<file path="src/rtl/ram_port_arbiter_pkg.sv">
// Shared definitions for the packet-RAM port arbiter: FSM encoding,
// requester indices, datapath widths and the RAM command bundle.
package ram_port_arbiter_pkg;

  localparam int ADDR_W = 10;
  localparam int DATA_W = 8;
  localparam int CNT_W  = 7;

  localparam int REQ_PIT = 0;
  localparam int REQ_SPI = 1;
  localparam int REQ_FIB = 2;

  localparam logic [1:0] ST_IDLE = 2'd0;
  localparam logic [1:0] ST_BUSY = 2'd1;
  localparam logic [1:0] ST_GAP  = 2'd2;

  typedef struct packed {
    logic [ADDR_W-1:0] addr;
    logic [ADDR_W-1:0] offs;
    logic [DATA_W-1:0] wdata;
    logic              we;
  } ram_cmd_t;

  // Index width that stays legal for a single requester.
  function automatic int idx_w(input int n);
    return (n > 1) ? $clog2(n) : 1;
  endfunction

endpackage

</file>
<file path="src/rtl/ram_port_arbiter_rr_pick.sv">
// Round-robin pick: first asserted request at or after ptr, searching
// circularly. Purely combinational; ptr is assumed to be below NREQ.
module rr_pick
  import ram_port_arbiter_pkg::*;
#(
  parameter int NREQ  = 3,
  parameter int IDX_W = 2
) (
  input  logic [NREQ-1:0]  req,
  input  logic [IDX_W-1:0] ptr,
  output logic [NREQ-1:0]  win,
  output logic             valid
);

  localparam int SW = IDX_W + 1;

  logic [SW-1:0]    sum_s;
  logic [IDX_W-1:0] idx_s;
  logic             hit_s;

  // Walk NREQ positions from ptr and latch the first request seen.
  always_comb begin
    win   = '0;
    valid = 1'b0;
    sum_s = '0;
    idx_s = '0;
    hit_s = 1'b0;
    for (int k = 0; k < NREQ; k++) begin
      sum_s = {1'b0, ptr} + SW'(k);
      sum_s = (sum_s >= SW'(NREQ)) ? (sum_s - SW'(NREQ)) : sum_s;
      idx_s = sum_s[IDX_W-1:0];
      hit_s = ~valid & req[idx_s];
      win[idx_s] = win[idx_s] | hit_s;
      valid = valid | hit_s;
    end
  end

endmodule

</file>
<file path="src/rtl/ram_port_arbiter.sv">
// Arbitrates NREQ burst requesters onto one single-port packet RAM with
// round-robin fairness, a one-cycle turnaround gap and a burst-length cap.
module ram_port_arbiter
  import ram_port_arbiter_pkg::*;
#(
  parameter int NREQ      = 3,
  parameter int MAX_BURST = 64
) (
  input  logic                   clk,
  input  logic                   rst,
  input  logic [NREQ-1:0]        req,
  input  logic [NREQ-1:0]        req_we,
  input  logic [NREQ-1:0]        req_last,
  input  logic [NREQ*ADDR_W-1:0] req_addr,
  input  logic [NREQ*ADDR_W-1:0] req_byte,
  input  logic [NREQ*DATA_W-1:0] req_wdata,
  output logic [NREQ-1:0]        gnt,
  output logic [DATA_W-1:0]      rdata,
  output logic [NREQ-1:0]        rvalid,
  output logic [ADDR_W-1:0]      ram_addr,
  output logic [ADDR_W-1:0]      ram_byte,
  output logic [DATA_W-1:0]      ram_wdata,
  output logic                   ram_we,
  input  logic [DATA_W-1:0]      ram_rdata,
  output logic                   timeout_err
);

  localparam int               IDX_W    = idx_w(NREQ);
  localparam logic [IDX_W-1:0] IDX_ONE  = IDX_W'(1);
  localparam logic [IDX_W-1:0] IDX_LAST = IDX_W'(NREQ - 1);
  localparam logic [CNT_W-1:0] CNT_ONE  = CNT_W'(1);
  localparam logic [CNT_W-1:0] CNT_MAX  = CNT_W'(MAX_BURST);

  logic [1:0]       state_q, state_d;
  logic [IDX_W-1:0] ptr_q, ptr_d;
  logic [IDX_W-1:0] owner_q, owner_d;
  logic [CNT_W-1:0] cnt_q, cnt_d;
  logic [NREQ-1:0]  gnt_q, gnt_d;
  logic [NREQ-1:0]  rvalid_q, rvalid_d;
  logic             tmo_q, tmo_d;

  logic [NREQ-1:0]  pick_oh_s;
  logic             pick_vld_s;
  logic [IDX_W-1:0] pick_idx_s;
  logic             own_req_s, own_we_s, own_last_s;
  logic             beat_s, at_max_s, leave_s;
  logic [CNT_W-1:0] cnt_inc_s;
  ram_cmd_t         cmd_s;

  rr_pick #(
    .NREQ  (NREQ),
    .IDX_W (IDX_W)
  ) u_pick (
    .req   (req),
    .ptr   (ptr_q),
    .win   (pick_oh_s),
    .valid (pick_vld_s)
  );

  // Encode the one-hot winner into an owner index.
  always_comb begin
    pick_idx_s = '0;
    for (int i = 0; i < NREQ; i++) begin
      pick_idx_s = pick_idx_s | (pick_oh_s[i] ? IDX_W'(i) : '0);
    end
  end

  assign own_req_s  = req[owner_q];
  assign own_we_s   = req_we[owner_q];
  assign own_last_s = req_last[owner_q];
  assign beat_s     = (state_q == ST_BUSY) & own_req_s;
  assign cnt_inc_s  = cnt_q + CNT_ONE;
  assign at_max_s   = (cnt_inc_s == CNT_MAX);
  assign leave_s    = ~own_req_s | own_last_s | at_max_s;

  // Arbitration FSM, beat counter and registered status outputs.
  always_comb begin
    state_d  = state_q;
    ptr_d    = ptr_q;
    owner_d  = owner_q;
    cnt_d    = cnt_q;
    gnt_d    = gnt_q;
    rvalid_d = '0;
    tmo_d    = 1'b0;
    case (state_q)
      ST_IDLE: begin
        if (pick_vld_s) begin
          state_d = ST_BUSY;
          owner_d = pick_idx_s;
          gnt_d   = pick_oh_s;
          cnt_d   = '0;
        end else begin
          gnt_d = '0;
        end
      end
      ST_BUSY: begin
        if (beat_s) begin
          cnt_d    = cnt_inc_s;
          rvalid_d = own_we_s ? '0 : gnt_q;
        end else begin
          cnt_d = cnt_q;
        end
        // A capped burst only counts as a timeout if the requester did not end it itself.
        if (leave_s) begin
          state_d = ST_GAP;
          gnt_d   = '0;
          ptr_d   = (owner_q == IDX_LAST) ? '0 : (owner_q + IDX_ONE);
          tmo_d   = beat_s & at_max_s & ~own_last_s;
        end else begin
          state_d = ST_BUSY;
        end
      end
      ST_GAP: begin
        state_d = ST_IDLE;
      end
      default: begin
        state_d = ST_IDLE;
        gnt_d   = '0;
      end
    endcase
  end

  // State registers; reset aborts any burst in flight.
  always_ff @(posedge clk or negedge rst) begin
    if (!rst) begin
      state_q  <= ST_IDLE;
      ptr_q    <= '0;
      owner_q  <= '0;
      cnt_q    <= '0;
      gnt_q    <= '0;
      rvalid_q <= '0;
      tmo_q    <= 1'b0;
    end else begin
      state_q  <= state_d;
      ptr_q    <= ptr_d;
      owner_q  <= owner_d;
      cnt_q    <= cnt_d;
      gnt_q    <= gnt_d;
      rvalid_q <= rvalid_d;
      tmo_q    <= tmo_d;
    end
  end

  // RAM command follows the owner in the same cycle so each beat is single-cycle.
  always_comb begin
    cmd_s = '0;
    if (state_q == ST_BUSY) begin
      cmd_s.addr  = req_addr[owner_q*ADDR_W +: ADDR_W];
      cmd_s.offs  = req_byte[owner_q*ADDR_W +: ADDR_W];
      cmd_s.wdata = req_wdata[owner_q*DATA_W +: DATA_W];
      cmd_s.we    = own_we_s & own_req_s;
    end else begin
      cmd_s = '0;
    end
  end

  assign ram_addr    = cmd_s.addr;
  assign ram_byte    = cmd_s.offs;
  assign ram_wdata   = cmd_s.wdata;
  assign ram_we      = cmd_s.we;
  assign gnt         = gnt_q;
  assign rvalid      = rvalid_q;
  assign timeout_err = tmo_q;
  assign rdata       = ram_rdata;

endmodule

</file>
<file path="config.mk">
export PLATFORM = sky130hd
export DESIGN_NAME = ram_port_arbiter
export DESIGN_NICKNAME = d
export VERILOG_FILES = /design/src/rtl/ram_port_arbiter_pkg.sv /design/src/rtl/ram_port_arbiter_rr_pick.sv /design/src/rtl/ram_port_arbiter.sv
export SDC_FILE = /design/constraint.sdc
export NUM_CORES = 1
export LEC_CHECK = 0
export ABC_AREA = 1
export CAP_MARGIN = 40
export CORE_MARGIN = 2
export CORE_UTILIZATION = 36
export CTS_CLUSTER_SIZE = 25
export DETAILED_ROUTE_END_ITERATION = 16
export GPL_TIMING_DRIVEN = 0
export PLACE_DENSITY = 0.87
export RECOVER_POWER = 50
export SLEW_MARGIN = 30
export SYNTH_ARGS = -nofsm -noshare
export SYNTH_HDL_FRONTEND = slang
export SYNTH_SLANG_ARGS = --single-unit
</file>
<file path="constraint.sdc">
create_clock -name clk -period 2.1 [get_ports clk]
set_clock_uncertainty 0.15 [all_clocks]
set_input_delay 0.42 -clock clk [delete_from_list [all_inputs] [get_ports clk]]
set_output_delay 0.42 -clock clk [all_outputs]
set_load 0.01 [all_outputs]
</file>
Word level (Yosys, flattened, before mapping)
Index checks and enable logic that the tools add are counted.

Logic and storage cells: 111. Register bits after elaboration: 20. Output and inout bits: 44. Input bits: 103.

Reductions and logical operators: 9. Add/sub/neg operators: 7. Shift operators: 3. Order comparisons: 10. Equality and inequality tests: 7. Multiply operators: 1. Bitwise operators: 20. Multiplexer cells: 47.

Operators with widths (count): 30-bit by 7-bit indexed part select with 10-bit output (2); 29-bit two-way mux (1); 24-bit by 6-bit indexed part select with 8-bit output (1); 1-bit binary-select mux with 2-bit select (9); 1-bit two-way mux (15); 3-bit two-way mux (5); 2-bit two-way mux (7); 7-bit two-way mux (2); 7-bit case mux with 2 select lines (1); 2-bit by 3-bit less-than comparator with 1-bit output, second input constant (4); 3-bit case mux with 3 select lines (1); 7-bit by 1-bit adder with 7-bit output, second input constant (1); 7-bit equality test, second input constant (1); 1-bit bitwise OR (7); 1-bit bitwise AND (6); 3-bit bitwise mux (2); 1-bit demux with 2-bit select (3); 2-bit by 1-bit greater-or-equal comparator with 1-bit output, second input constant (3); 3-bit by 2-bit greater-or-equal comparator with 1-bit output, second input constant (2); 2-bit inequality test, second input constant (3); 2-bit AND reduction (3); 2-bit subtractor, second input constant (3); 2-bit by 3-bit multiplier with 5-bit output, second input constant (1); 1-bit inverter (5); 13 further kinds (16).

Longest topological paths before layout
Depth in word-level cells: 17. Gate-level depth with buffers: 13. Mapped depth without buffers: 13.

Hierarchy
From an unflattened synthesis, not the netlist that was laid out.

Cell total of the unflattened synthesis: 369. Area total of the unflattened synthesis: 2058.2 um^2.

Modules (own cells, without submodules): ram_port_arbiter (cells each 310, instances 1, area each 1732.9 um^2); rr_pick (cells each 59, instances 1, area each 325.3 um^2).

Least setup slack after synthesis
Ideal clock, no wire load.

Path type: reg-to-reg. From: reg ptr_q[0]. To: reg cnt_q[1]. Library setup time: 0.117 ns. Path slack: 0.328 ns. Buffers on the path: 0. Arrival time: 1.506 ns. Stages on the path, launching flop included: 14. Period minus slack after synthesis: 1.772 ns. Path through: dfrtp_1 -> inv_1 -> ha_1 -> inv_2 -> nand2_1 -> nand2_1 -> nand2_1 -> nand2_2 -> nor2_2 -> nand2_1 -> nand2_4 -> nand2_4 -> nand2_1 -> nand2_1.

Word-level cells in the longest chain between the ends: 12.

RTL lines: start: declaration (line ram_port_arbiter.sv:35) `logic [IDX_W-1:0] ptr_q, ptr_d;`; start signal: assignment (line ram_port_arbiter.sv:135) `ptr_q <= ptr_d;`; 2-bit by 1-bit adder with 3-bit output, or another cell as far along (line ram_port_arbiter_rr_pick.sv:29) `sum_s = {1'b0, ptr} + SW'(k);`; 3-bit by 2-bit greater-or-equal comparator with 1-bit output, or another cell as far along (line ram_port_arbiter_rr_pick.sv:30) `sum_s = (sum_s >= SW'(NREQ)) ? (sum_s - SW'(NREQ)) : sum_s;`; 2-bit two-way mux or 1-bit binary-select mux with 2-bit select (tied branches) (line ram_port_arbiter_rr_pick.sv:30, ram_port_arbiter_rr_pick.sv:32); 1-bit binary-select mux with 2-bit select or 1-bit two-way mux (tied branches) (line ram_port_arbiter_rr_pick.sv:32) `hit_s = ~valid & req[idx_s];`; 1-bit two-way mux (not written as such) or 1-bit inverter (tied branches) (line ram_port_arbiter_rr_pick.sv:32); 1-bit bitwise AND (line ram_port_arbiter_rr_pick.sv:32); 1-bit bitwise OR (line ram_port_arbiter_rr_pick.sv:34) `valid = valid | hit_s;`; 1-bit inverter (line ram_port_arbiter_rr_pick.sv:32); 1-bit bitwise AND (line ram_port_arbiter_rr_pick.sv:32); 1-bit bitwise OR * (line ram_port_arbiter_rr_pick.sv:34); 2-bit inequality test (no source line) *; 3-bit AND reduction (no source line) *; end signal: assignment (line ram_port_arbiter.sv:137) `cnt_q <= cnt_d;`; end: declaration (line ram_port_arbiter.sv:37) `logic [CNT_W-1:0] cnt_q, cnt_d;`.

Mark *: on every way between the ends. The rest lies on a longest branch, timed or not. The select of a mux whose other input is x is not followed. A chain may end at the register's enable or synchronous reset.

Final worst setup path
From: reg owner_q[0]. To: out ram_wdata[4].

Word-level cells in the longest chain between the ends: 2.

RTL lines: start: declaration (line ram_port_arbiter.sv:36) `logic [IDX_W-1:0] owner_q, owner_d;`; start signal: assignment (line ram_port_arbiter.sv:136) `owner_q <= owner_d;`; 24-bit by 6-bit indexed part select with 8-bit output (line ram_port_arbiter.sv:150) `cmd_s.wdata = req_wdata[owner_q*DATA_W +: DATA_W];`; 29-bit two-way mux (line ram_port_arbiter.sv:147) `if (state_q == ST_BUSY) begin`; end: declaration (line ram_port_arbiter.sv:22) `output logic [DATA_W-1:0] ram_wdata,`.

Every way passes these cells.

==> metrics <==
largest net degree at the start of global routing=13; vias in the first global route=2930; Via density=slightly below 5; hold buffers post-CTS=0; Final Cycle Share=1.04; violated checks=setup timing; crit path launch type=flip-flop; Reg-to-Reg Start=ptr_q[1]; Tmin final=about 2.2 ns; Syn-to-layout area delta=96.6%; worst min path class=input pin to asynchronous set/reset pin; total gr overflow=0; outcome=finished, violations left; Yosys Warn Count=0; starting DRC count in detailed routing=just over 200; ANT cells=0; initial antenna violation count=0; gr usage total=0.250; max-slew violation count=0; CP Capture Type=output pin; Root Buffer=clkbuf_8; # fillers=409; antenna violation net count after detailed routing=0; WL/cell=14.4 um; PortBufs=138; Pleak=2.23 nW; worst r2r path cells=12; Avg Inst Size Synth=5.50 sq um; first-pass GRT wire length=around 13 mm; Slew HR=0.571; Vias=3049; Final Cell Area=slightly above 4000 sq um; Async S/R FF share, synth=1.00; CTS sink cnt=20; crit-path max FO=4; Worst Path Required=1.53 ns; Yosys reg bits=20; unrepaired setup endpoints after global routing=true; CTS max path bufs=2; core box area=5540 sq um; worst-margin pin slew=~0.64 ns; achievable clock frequency=456 MHz; Area after DPL=3550 sq um; r2r endpoint=cnt_q[1]; Top FF cell, synth=dfrtp_1; synth unique cells=25; Rows=27; max_cap viols=0; HPWL after DPL=6.06 mm; Critical path origin=owner_q[0]; total power per unit cell area=1100 nW/um^2; Clock Pin Slew Worst Setup and Hold Paths=~0.080 ns; I/O Pins=147; DIE WIDTH=79.8 um; Final Hold Vio Count=0; Peak VDD IR=0.582 mV; GPL Wtd Cong=0.954; router iterations before antenna repair=4; drt total wl=8.84 mm; share of cells above drive strength 1=0.281; EDFF count, synth=0; crit path DAT=1.62 ns; Crit Path Class=flip-flop to output pin; synthesized instance count=376; Die Span Y=79.8 um; Worst-Skew Late Latency=0.26 ns; fin nets=650; TritonCTS Buffers=3; CTS tree=yes; post-synth net total=484; CP endpoint=ram_wdata[4]; hold slack=0.367 ns; Residual DRC=0; CTS H-tree lvls=1; Post-Syn Area=2070 sq um; die area=6370 sq um; Initial Util=0.373; r2r setup slk=0.05 ns; sequential share of the synthesized area=0.242; worst setup margin=-0.0942 ns; Final Setup Violations=21
==> timing repair <==
action | CTS | global route
gates cloned | 0 | 2
pin swaps | 11 | 18
setup endpoints to repair | 29 | 38
resized for setup | 187 | 60
setup buffers | 18 | 3
==> layout make-up <==
cell class	count	area (sq um)	area share
Timing Repair Buffer	162	1550	0.381
Multi-Input combinational cell	284	1490	0.367
Sequential cell	20	503	0.124
Inverter	52	195	0.0480
Buffer	19	184	0.0452
Tap cell	72	90.1	0.0222
Clock buffer	4	55.1	0.0135
==> cells by family after synthesis <==
family	Yosys count	share of synthesized area
fa+ha+maj	5	0.0302
buf+inv	72	0.148
simple gates	268	0.542
flops	20	0.242
compound gates	11	0.0381
==> synthesized netlist by cell type, types with 2 or more instances <==
library cell / count / area, sq um
nor2_2: 3 / 18.8
dfrtp_1: 20 / 500
nand3_1: 55 / 275
inv_1: 48 / 180
buf_2: 4 / 20.0
nand2_1: 190 / 713
inv_2: 4 / 15.0
ha_1: 5 / 62.6
o21ai_0: 2 / 10.0
nand2_4: 3 / 33.8
clkbuf_1: 7 / 26.3
nor2_1: 12 / 45.0
buf_4: 8 / 60.1
o21ai_2: 4 / 35.0
==> where the power goes <==
group | switching (mW) | internal [mW] | total, mW
clock network | 0.134 | 0.167 | 0.301
logic | 1.99 | 1.61 | 3.60
registers | 0.0942 | 0.478 | 0.572
total | 2.22 | 2.26 | 4.48
==> worst max-delay path, cell delays in order, from the launching register on <==
cell	delay, ns
dfrtp_2	0.47
nor2_4	0.23
buf_6	0.15
buf_4	0.12
nand2_1	0.05
nand3_1	0.10
nand2_1	0.07
inv_1	0.05
buf_2	0.12
==> metrics by stage <==
stage | power, mW | utilization | instances | setup TNS [ns] | setup slack (ns)
2_1_floorplan | 2.23 | - | 376 | 0 | 0.328
3_3_place_gp | 3.25 | 0.639 | 586 | -11.69 | -0.481
3_5_place_dp | 3.33 | 0.642 | 587 | -13.02 | -0.526
4_1_cts | 4.09 | 0.700 | 609 | -0.177 | -0.0769
5_1_grt | 4.81 | 0.734 | 613 | -3.01 | -0.139
6_report | 4.48 | 0.734 | 613 | -0.922 | -0.0942
==> routing by layer <==
layer / track usage / wire length (um) / vias up
met3: 0.0509 / 618 / 26
met1: 0.277 / 3250 / 1413
met2: 0.472 / 4720 / 143
li1: - / - / 1467
met5: 0 / 0 / -
met4: 0.0797 / 259 / 0
==> sequential cells by signal (all words and copies together), names as in the netlist <==
name,flops
cnt_q,7
gnt,3
rvalid,3
owner_q,2
ptr_q,2
state_q,2
timeout_err,1
==> cell usage in the layout (no fill, tap or decap), types with 2 or more instances in the layout <==
cell               n
buf_12             2
buf_2             18
buf_4             18
buf_6             26
buf_8              3
clkbuf_4           2
clkbuf_8           5
clkdlybuf4s50_1  101
dfrtp_1           18
dfrtp_2            2
dlygate4sd3_1      8
ha_1               4
inv_1             42
inv_2             10
nand2_1          157
nand2_2           27
nand2_4           10
nand3_1           39
nand3_2           17
nor2_1            10
nor2_4             4
o21ai_0            2
o21ai_2            4
==> how the worst min path moves through the flow <==
| stage | cells past startpoint | end | start |
|---|---|---|---|
| CTS | 1 | rvalid[1] | rst |
| finish | 1 | gnt[2] | rst |
| detailed placement | 2 | gnt[1] | gnt[1] |
| floorplan | 0 | cnt_q[0] | rst |
| global placement | 2 | gnt[2] | gnt[2] |
| global route | 1 | timeout_err | rst |
Note: power is estimated with default switching activity, not from simulation.
==> RTL edit 1: new RTL, same flow settings <==
Register the output `timeout_err` once more, with the module's reset; this adds one clock of latency there. The other outputs are not delayed to match.
--- a/src/rtl/ram_port_arbiter.sv
+++ b/src/rtl/ram_port_arbiter.sv
@@ -162,3 +162,9 @@
   assign rvalid      = rvalid_q;
-  assign timeout_err = tmo_q;
+  always_ff @(posedge clk or negedge rst) begin
+    if (!rst) begin
+      timeout_err <= '0;
+    end else begin
+      timeout_err <= tmo_q;
+    end
+  end
   assign rdata       = ram_rdata;
Behaviour: same outputs for any inputs over 10 cycles, from zero or initial values and one cycle with rst low; that may be too few to reach the edited logic, so the function may still have changed.
==> RTL edit 1 against the original RTL <==
The run still ends with negative setup slack left. Global-route usage increased by 2.1 points. Hold slack worse by 0.16 ns. Largest power group unchanged. Sequential cell count is 1 higher. Wire length rose by 2.4%. Final area increased by 2.5%. Die area grew 1.0%. Highest routed layer unchanged. Total power shrank 2.8%. Setup slack worse by 0.017 ns. Area after synthesis increased by 1.1%. Sequential share of layout area rose by 0.33 points. Maximum frequency is 0.76% lower.
==> RTL edit 1: results (changes against the original RTL) <==
Timing
  – Final worst setup slack: -0.111 ns (was -0.0942 ns)
  – Final hold slack: 0.208 ns (was 0.367 ns)
  – Worst slew pin tran: 0.615 ns (was 0.644 ns)
  – Final setup violation count: 27 (was 21)
  – Setup Total Neg Slack: -1.59 ns (was -0.922 ns)

Logic synthesis
  – Commonest cells post-synth: nand2_1, nand3_1, inv_1, dfrtp_1, nor2_1 (unchanged)
  – Post-Syn Nets: 483 (was 484)
  – Area share of fa/ha/maj cells after synthesis: 2.39% (was 3.02%)
  – Compound-Gate Fraction of Synth Area: 3.77% (was 3.81%)
  – Synth area leaders: nand2_1, dfrtp_1, nand3_1 (unchanged)
  – Register area share after synthesis: 25.1% (was 24.2%)
  – Netlist cell types: 26 (was 25)

Global routing
  – Largest net degree at the start of global routing: 12 (was 13)
  – Global-route usage over all layers: 27.1% (was 25.0%)
  – Met1 Use GR: 27.8% (was 27.7%)
  – Vias in the first global route: 3113 (was 2930)
  – GR Util met3: 5.39% (was 5.09%)
  – Layer with the highest usage: met2 (unchanged)
  – First-pass GRT wire length: 13800 microns (was 12700 microns)
  – M2 GR Usage: 52.5% (was 47.2%)

Clocking
  – CTS Root Cell: clkbuf_8 (unchanged)
  – CTS resizes: 219 (was 187)
  – Total CTS buffers: 3 (unchanged)
  – Post-CTS setup buffers: 13 (was 18)

Placed design
  – Setup slack at placement: -0.627 ns (was -0.526 ns)
  – Port Buffers: 138 (unchanged)
  – Placed cell areas: 3570 sq um (was 3550 sq um)
  – HPWL after detailed placement: 5860 microns (was 6060 microns)
  – Routability cong.: 0.879 (was 0.954)

Layout
  – Final std cells w/o fill: 609 (was 613)
  – Ratio of cells with drive above 1 in the final layout: 30.7% (was 28.1%)
  – Net count reported at finish: 645 (was 650)

Power
  – Pwr Density: 1040 nW/um^2 (was 1100 nW/um^2)
  – Peak supply drop: 578 uV (was 582 uV)
  – Leakage: 0.00229 uW (was 0.00223 uW)
  – Clock Power Share: 6.3% (was 6.7%)
  – P_seq: 604 uW (was 572 uW)
  – Switching power: 2150 uW (was 2220 uW)

Routing
  – Via/cell ratio: 5.06 (was 4.97)
  – Met3 WL post-DR: 609 microns (was 618 microns)
  – Max Used Layer: met4 (unchanged)
  – Met2 Wirelength: 4960 microns (was 4720 microns)
  – Met1 wire length: 3160 microns (was 3250 microns)
  – TritonRoute pass-1 iters: 5 (was 4)
  – Starting DRT DRC Count: 296 (was 203)
  – Routed length per instance: 14.9 microns (was 14.4 microns)

Critical path
  – Worst-path fanout max: 5 (was 4)
  – CP arrival: 1.64 ns (was 1.62 ns)
  – FF-to-FF setup slack: 0.18 ns (was 0.05 ns)
  – Reg2Reg Depth: 12 (unchanged)
  – Slowest CP cell: dfrtp_2 (unchanged)
  – RR Startpoint: ptr_q[0]$_DFFE_PN0P_ (was ptr_q[1]$_DFFE_PN0P_)
  – Worst reg2reg path endpoint: cnt_q[3]$_DFFE_PN0P_ (was cnt_q[1]$_DFFE_PN0P_)

Worst hold path
  – Hold Path Class: register to register (was primary input to async pin)

Outcome
  – Run status: finished with violations (unchanged)
  – Failing checks: negative setup slack (unchanged)
==> RTL edit 1: changes by cell type after synthesis, sizes merged, moves of 2 or more <==
cell	before	now
nand4	0	2
buf	13	15
nand2	194	191
nand3	56	53
==> RTL edit 1: cell type report <==
| class | count | area [sq um] |
|---|---|---|
| buffer | 21 | 205 |
| clock buffer | 4 | 45.0 |
| fill | 401 | 1410 |
| inverter | 52 | 195 |
| multi-input combinational | 281 | 1550 |
| sequential | 21 | 529 |
| tap | 72 | 90.1 |
| timing repair buffer | 158 | 1550 |
==> RTL edit 1: worst max path at each step <==
stage                     cells past startpoint                   start  slack, ns           to
final                                         8  owner_q[0]$_DFFE_PN0P_      -0.11  ram_byte[6]
after global routing                          8  owner_q[0]$_DFFE_PN0P_      -0.17  ram_byte[6]
after CTS                                     9  owner_q[0]$_DFFE_PN0P_      -0.05  ram_addr[4]
after detailed placement                      7                  req[0]      -0.63       ram_we
after global placement                        7                  req[0]      -0.59       ram_we
after floorplan                               6  owner_q[0]$_DFFE_PN0P_       0.29       ram_we
==> RTL edit 2: new RTL, config.mk and constraints unchanged <==
Made on the original files. Change the package constant `DATA_W` from 8 to 12.
--- a/src/rtl/ram_port_arbiter_pkg.sv
+++ b/src/rtl/ram_port_arbiter_pkg.sv
@@ -5,3 +5,3 @@
   localparam int ADDR_W = 10;
-  localparam int DATA_W = 8;
+  localparam int DATA_W = 12;
   localparam int CNT_W  = 7;
Interface: changed (resized ram_rdata, ram_wdata, rdata and req_wdata); port bits go from 147 to 171. No check against the original RTL was run, so the function may have changed too.
==> RTL edit 2 against the original RTL <==
The run still ends with negative setup slack left. Count of clock-buffer cells in the layout unchanged. Via count rose by 9.6%. Critical path type unchanged. Final area increased by 16%. Area after synthesis up 4.7%. Sequential share of layout area shrank 1.7 points. Hold slack better by 0.0049 ns. Total power up 19%. Sequential cell count unchanged. Setup slack worse by 0.032 ns. Highest routed layer unchanged. Non-clock buffer count grew 32. Wire length increased by 20%. First-iteration DRC count grew 34%. Largest power group unchanged. Global-route usage fell by 0.70 points.
==> RTL edit 2: results (changes against the original RTL) <==
Timing
  – Relative slew slack: 56.0% (was 57.1%)
  – Final hold slack: 0.372 ns (was 0.367 ns)
  – Final setup violation count: 32 (was 21)
  – Final worst setup slack: -0.126 ns (was -0.0942 ns)

Layout
  – Inverters: 56 (was 52)
  – Final std cells w/o fill: 670 (was 613)
  – Fill cells: 363 (was 409)
  – Ratio of cells with drive above 1 in the final layout: 31.9% (was 28.1%)
  – Repair and plain buffers: 213 (was 181)
  – Clk cell area share: 1.17% (was 1.35%)
  – #MultiIn Comb: 302 (was 284)
  – Signal buffers share of area: 45.8% (was 42.6%)

Critical path
  – RR Startpoint: owner_q[0]$_DFFE_PN0P_ (was ptr_q[1]$_DFFE_PN0P_)
  – Worst Setup EP: ram_wdata[5] (was ram_wdata[4])
  – Reg2Reg Depth: 14 (was 12)
  – Top cell family by delay on the critical path: buffers and inverters (was flip-flops)
  – FF-to-FF setup slack: 0.08 ns (was 0.05 ns)
  – Worst reg2reg path endpoint: gnt[2]$_DFFE_PN0P_ (was cnt_q[1]$_DFFE_PN0P_)
  – Worst-path fanout max: 6 (was 4)

Outcome
  – Failing checks: negative setup slack (unchanged)
  – Run status: finished with violations (unchanged)

Global routing
  – Met1 Use GR: 27.3% (was 27.7%)
  – Global-route usage over all layers: 24.3% (was 25.0%)
  – Vias in the first global route: 2943 (was 2930)
  – GR Util met3: 5.05% (was 5.09%)

Logic synthesis
  – Netlist cell types: 24 (was 25)
  – Commonest cells post-synth: nand2_1, nand3_1, inv_1, dfrtp_1, buf_4 (was nand2_1, nand3_1, inv_1, dfrtp_1, nor2_1)
  – Mapped Avg Cell Area: 5.38 sq um (was 5.50 sq um)
  – Synth area leaders: nand2_1, dfrtp_1, nand3_1 (unchanged)

Clocking
  – Post-CTS setup buffers: 16 (was 18)
  – CTS resizes: 177 (was 187)

Placed design
  – Setup slack at placement: -0.575 ns (was -0.526 ns)
  – Dpl cells: 636 (was 587)
  – HPWL after detailed placement: 6680 microns (was 6060 microns)

Routing
  – Via/cell ratio: 4.99 (was 4.97)
  – Starting DRT DRC Count: 273 (was 203)
  – Final WL: 10600 microns (was 8840 microns)

Power
  – Peak supply drop: 671 uV (was 582 uV)
## RTL edit 2: logic make-up after synthesis
family	after synthesis	synth area share [%]
simple gates	286	54.9
buf+inv	80	16.1
flops	20	23.1
compound gates	11	2.95
fa+ha+maj	5	2.89
## RTL edit 2: where the power goes
part           total [uW]  leakage [uW]  internal [uW]  switching, uW
Clock                 305     0.0000288            167            137
Sequential            569      0.000267            477           91.2
Combinational        4450       0.00232           2080           2360
Total                5320       0.00262           2730           2590
## RTL edit 2: per-layer routing
| metal | vias up | wire [microns] |
|---|---|---|
| met2 | 167 | 5750 |
| met1 | 1544 | 3870 |
| met5 | - | 0 |
| li1 | 1598 | - |
| met4 | 0 | 299 |
| met3 | 34 | 712 |
## RTL edit 2: through the flow
step / cell area, sq um / TNS (ns) / power (uW)
CTS: 4110 / -0.344 / 4250
detailed placement: 3850 / -16.32 / 3510
finish: 4700 / -1.92 / 5320
floorplan: 2160 / 0 / 2310
global placement: 3840 / -16.62 / 3440
global route: 4700 / -3.80 / 5670
